<file path="config.mk">
export PLATFORM = sky130hd
export DESIGN_NAME = wav_stream_packer
export DESIGN_NICKNAME = d
export VERILOG_FILES = /design/src/rtl/wav_stream_packer.sv
export SDC_FILE = /design/constraint.sdc
export NUM_CORES = 1
export LEC_CHECK = 0
export CORE_AREA = 2 2 99 101
export CTS_CLUSTER_DIAMETER = 30
export DETAILED_ROUTE_END_ITERATION = 10
export DIE_AREA = 0 0 101 103
export PLACE_DENSITY = 0.8
export SETUP_SLACK_MARGIN = 0.1
export SKIP_CTS_REPAIR_TIMING = 1
export SLEW_MARGIN = 40
export SYNTH_ARGS = -nofsm -noshare
export SYNTH_HDL_FRONTEND = slang
export SYNTH_SLANG_ARGS = --single-unit
</file>
<file path="constraint.sdc">
create_clock -name clk_i -period 3.22 [get_ports clk_i]
set_input_delay 0.483 -clock clk_i [delete_from_list [all_inputs] [get_ports clk_i]]
set_output_delay 0.483 -clock clk_i [all_outputs]
set_load 0.03 [all_outputs]
</file>
<file path="src/rtl/wav_stream_packer.sv">
// Serializes multichannel PCM frames into a little-endian WAV byte stream.
// An internal divider paces the frames and a ready/valid handshake carries the bytes.
module wav_stream_packer #(
    parameter int unsigned NUM_CHANNELS    = 2,
    parameter int unsigned BITS_PER_SAMPLE = 24,
    parameter int unsigned CLK_DIV         = 1088
) (
    input  logic                                    clk_i,
    input  logic                                    rst_i,
    input  logic                                    en_i,
    input  logic                                    clr_i,
    input  logic [NUM_CHANNELS*BITS_PER_SAMPLE-1:0] samples_i,
    output logic [7:0]                              byte_o,
    output logic                                    valid_o,
    input  logic                                    ready_i,
    output logic                                    tick_o,
    output logic                                    busy_o,
    output logic                                    overrun_o,
    output logic [31:0]                             byte_count_o
);

    localparam int unsigned FrameW   = NUM_CHANNELS * BITS_PER_SAMPLE;
    localparam int unsigned NumBytes = FrameW / 8;
    localparam int unsigned IdxW     = (NumBytes > 1) ? $clog2(NumBytes) : 1;
    localparam int unsigned CntW     = (CLK_DIV > 1) ? $clog2(CLK_DIV) : 1;
    localparam logic [IdxW-1:0] LastIdx = IdxW'(NumBytes - 1);
    localparam logic [CntW-1:0] CntMax  = CntW'(CLK_DIV - 1);

    typedef enum logic [1:0] {
        StIdle,
        StWaitTick,
        StSend
    } state_e;

    state_e             state_q, state_d;
    logic [CntW-1:0]    cnt_q, cnt_d;
    logic [IdxW-1:0]    idx_q, idx_d;
    logic [FrameW-1:0]  frame_q, frame_d;
    logic               overrun_q, overrun_d;
    logic [31:0]        count_q, count_d;

    logic               tick;
    logic               handshake;
    logic               last_byte;
    logic               last_hs;
    logic               load_frame;
    logic [FrameW-1:0]  frame_in;

    // 8-bit WAV samples are unsigned-offset, so flip each sample's sign bit.
    generate
        if (BITS_PER_SAMPLE == 8) begin : g_offset
            for (genvar c = 0; c < NUM_CHANNELS; c++) begin : g_ch
                assign frame_in[c*8 +: 8] = {~samples_i[c*8+7], samples_i[c*8 +: 7]};
            end
        end else begin : g_pass
            assign frame_in = samples_i;
        end
    endgenerate

    assign tick      = en_i && (cnt_q == CntMax);
    assign handshake = (state_q == StSend) && ready_i;
    assign last_byte = (idx_q == LastIdx);
    assign last_hs   = handshake && last_byte;
    assign load_frame = tick && ((state_q == StWaitTick) || last_hs);

    always_comb begin
        cnt_d = cnt_q;
        if (!en_i || tick) begin
            cnt_d = '0;
        end else begin
            cnt_d = cnt_q + 1'b1;
        end
    end

    // State register
    always_ff @(posedge clk_i or posedge rst_i) begin
        if (rst_i) begin
            state_q <= StIdle;
        end else begin
            state_q <= state_d;
        end
    end

    // Next-state logic
    always_comb begin
        state_d = state_q;
        unique case (state_q)
            StIdle: begin
                if (en_i) state_d = StWaitTick;
            end
            StWaitTick: begin
                if (tick) begin
                    state_d = StSend;
                end else if (!en_i) begin
                    state_d = StIdle;
                end
            end
            StSend: begin
                // A frame always completes; en_i only decides where to go after it.
                if (last_hs) begin
                    if (tick) begin
                        state_d = StSend;
                    end else if (en_i) begin
                        state_d = StWaitTick;
                    end else begin
                        state_d = StIdle;
                    end
                end
            end
            default: state_d = StIdle;
        endcase
    end

    always_comb begin
        frame_d   = frame_q;
        idx_d     = idx_q;
        count_d   = count_q;
        overrun_d = overrun_q;
        if (load_frame) begin
            frame_d = frame_in;
            idx_d   = '0;
        end else if (last_hs) begin
            idx_d = '0;
        end else if (handshake) begin
            idx_d = idx_q + 1'b1;
        end
        if (handshake) begin
            count_d = count_q + 32'd1;
        end
        if ((state_q == StSend) && tick && !last_hs) begin
            overrun_d = 1'b1;
        end
        if (clr_i) begin
            count_d   = '0;
            overrun_d = 1'b0;
        end
    end

    always_ff @(posedge clk_i or posedge rst_i) begin
        if (rst_i) begin
            cnt_q     <= '0;
            idx_q     <= '0;
            frame_q   <= '0;
            overrun_q <= 1'b0;
            count_q   <= '0;
        end else begin
            cnt_q     <= cnt_d;
            idx_q     <= idx_d;
            frame_q   <= frame_d;
            overrun_q <= overrun_d;
            count_q   <= count_d;
        end
    end

    // Output logic
    always_comb begin
        byte_o  = 8'h00;
        valid_o = 1'b0;
        busy_o  = 1'b0;
        if (state_q == StSend) begin
            valid_o = 1'b1;
            busy_o  = 1'b1;
            for (int i = 0; i < NumBytes; i++) begin
                if (idx_q == IdxW'(i)) byte_o = frame_q[i*8 +: 8];
            end
        end
    end

    assign tick_o       = tick;
    assign overrun_o    = overrun_q;
    assign byte_count_o = count_q;

endmodule

</file>
==> qor.csv <==
metric;value;unit
outcome;finished, final reports clean;
power_density;361;mW/mm2
antenna_left;0;
maxCapViolations;0;
worstRegToRegCells;7;
io_buffers;96;
grt.overflow.total;0;
synthMuxAreaShare;12.9;%
yosys.area_share.simple;15.1;%
synth_top_area_share;51.0;%
fin_util;64.2;%
numCtsBuffers;9;
start_util;50.3;%
die_w;101;um
tightest_slew;0.716;ns
arrival;2.56;ns
critPathTopFamily;simple AND/OR/NAND/NOR gates;
place_inst;628;
final_net_count;585;
synth_compound_area_share;8.16;%
synth_top_family_by_area;simple AND/OR/NAND/NOR gates;
synth.area.top_cells;dfrtp_1 51%, mux2_1 6.6%, mux2_4 6.3%, xnor2_1 3.9%, nor2_1 3.6%;
setup_viol;0;
cts_sinks;97;
startpoint_type;flip-flop;
synth_adder_area_share;1.84;%
yosysWarningCount;0;
setup.worst_path.start;cnt_q[7];
crit_slowest_cell;clkdlybuf4s50_1;
period_share;94.4;%
maxSlewViolCount;0;
fill_cells;745;
place_congestion;0.877;
vias;3570;
syn_avg_cell_area;11.0;um2
path_clk_slew;0.09;ns
num_rows;36;
antenna_found_initial;0;
crit_fanout;4;
layout-drive-gt1-share;9.64;%
ys_ff_latch;97;
routedWlPerCell;16.7;um
yosysSeqAreaShare;51.0;%
synth_area;0.00476;mm2
core;0.00946;mm2
p_total;2.19;mW
grt_pass1_wl;17.4;mm
min_path_cells;1;
post_synth_xor_area_fraction;7.18;%
critPathMaxStageDelay;0.69;ns
crit_buf_inv;1;
r2r_start;idx_q[1];
synth_nets;493;
hold_end;cnt_q[0];
fp.dieArea;0.0104;mm2
skew;0.0103;ns
p_leak;2.86;nW
stdcell_count;643;
timing.rr.end;frame_q[17];
grt_pass1_vias;3446;
layout_commonest_cell;dfrtp_1;
r2r_slack;0.45;ns
worst_setup_path_end_kind;primary output;
htreeDepth;3;
netlist-cell-type-count;41;
seqCellArea;0.00243;mm2
grtUsageTotal;21.6;%
min_path_type;reg2reg;
hold_viol;0;
wl;10.7;mm
via_per_inst;5.55;
drcViolationCount;0;
synth_cells;433;
area_growth;27.7;%
root_buffer;clkbuf_8;
yosys.area.top_type;dfrtp_1;
num_io_pins;97;
insertedDiodeCount;0;
fmax;0.329;GHz
clkLatencyLatePin;0.35;ns
grt_setup_unrepaired;no;
max_slew_margin;52.3;%
critPathRequiredTime;2.74;ns
hpwl;7.80;mm
multi_input_comb_area;0.00217;mm2
die_h;103;um
grt_max_degree;58;
dr.pass1.iters;4;
cts_buffer_depth;2;
layout_min_cycle_time;3.04;ns
peakVddDrop;185;uV
cts_tree;built;
final_cell_mix;97 x dfrtp_1, 88 x clkdlybuf4s50_1, 45 x nor2_1;
min_from;cnt_q[0];
worstPathCellList;or4b_1 -> nor4_2 -> and2_1 -> clkdlybuf4s50_1;
critical_path_class;reg2out;
initialDrtViolationCount;170;
-- synth_stat cells (all sizes together) --
library cell / number
a31oi: 1
ha: 7
nand3b: 1
o31a: 1
xor2: 18
or2: 1
nor2: 45
mux2: 48
or3: 1
nor3: 10
nand2b: 3
a21oi: 31
o211ai: 1
xnor2: 21
nand2: 17
and3: 9
clkinv: 1
nand3: 14
or4b: 2
nor4: 4
dfrtp: 97
a22oi: 15
o21ai: 16
inv: 13
nand4: 12
and4: 5
o41ai: 1
a221oi: 1
and2: 9
and3b: 1
nor2b: 3
buf: 9
clkbuf: 15
-- stage by stage --
stage / TNS, ns / hold WS [ns] / cell area [um2] / setup slack (ns)
6_report: 0 / 0.468 / 6070 / 0.181
5_1_grt: 0 / 0.496 / 6070 / 0.0897
4_1_cts: -1.58 / 0.467 / 6040 / -0.245
3_5_place_dp: 0 / 0.455 / 5830 / 0.187
3_3_place_gp: 0 / 0.448 / 5830 / 0.321
2_1_floorplan: 0 / 0.433 / 4760 / 0.203
-- worst max path at each step --
stage	to	slack, ns	cells after the start
finish	tick_o	0.18	4
global route	byte_o[6]	0.09	8
CTS	byte_o[7]	-0.24	8
detailed placement	byte_o[7]	0.19	8
global placement	byte_o[0]	0.32	8
floorplan	byte_count_o[0]	0.20	1
-- sequential cells by signal (all words and copies together) (netlist names) --
name,count
idx_q,3
byte_count_o,32
overrun_o,1
cnt_q,11
frame_q,48
state_q,2
-- layout make-up --
class,count,share of cell area [%]
clock buffer,12,2.39
multi-input combinational,298,35.7
clock inverter,3,1.07
tap,114,2.35
timing repair buffer,105,17.6
inverter,14,0.907
sequential,97,40.0
-- kinds of logic after synthesis --
logic type               after synthesis
AND/OR/NAND/NOR                      137
flip-flops                            97
AO/OA/AOI/OAI                         67
multiplexers                          48
XOR/XNOR                              39
buffers and inverters                 38
adder cells (fa/ha/maj)                7
-- metal layers --
metal / vias to the layer above / part of all wire, % / wire (um) / GRT usage, %
met5: - / 0 / 0 / 0
li1: 1695 / - / - / -
met4: 0 / 1.4 / 148 / 7.90
met2: 114 / 49 / 5270 / 35.4
met1: 1751 / 44 / 4760 / 29.6
met3: 10 / 5.1 / 543 / 3.12
-- power by group --
group	leakage [nW]	total (mW)	internal, mW	switching (mW)
Combinational	1.40	0.111	0.0633	0.0473
Sequential	1.35	1.22	1.22	0.00314
Clock	0.106	0.856	0.455	0.402
(Power assumes the default switching activity.)
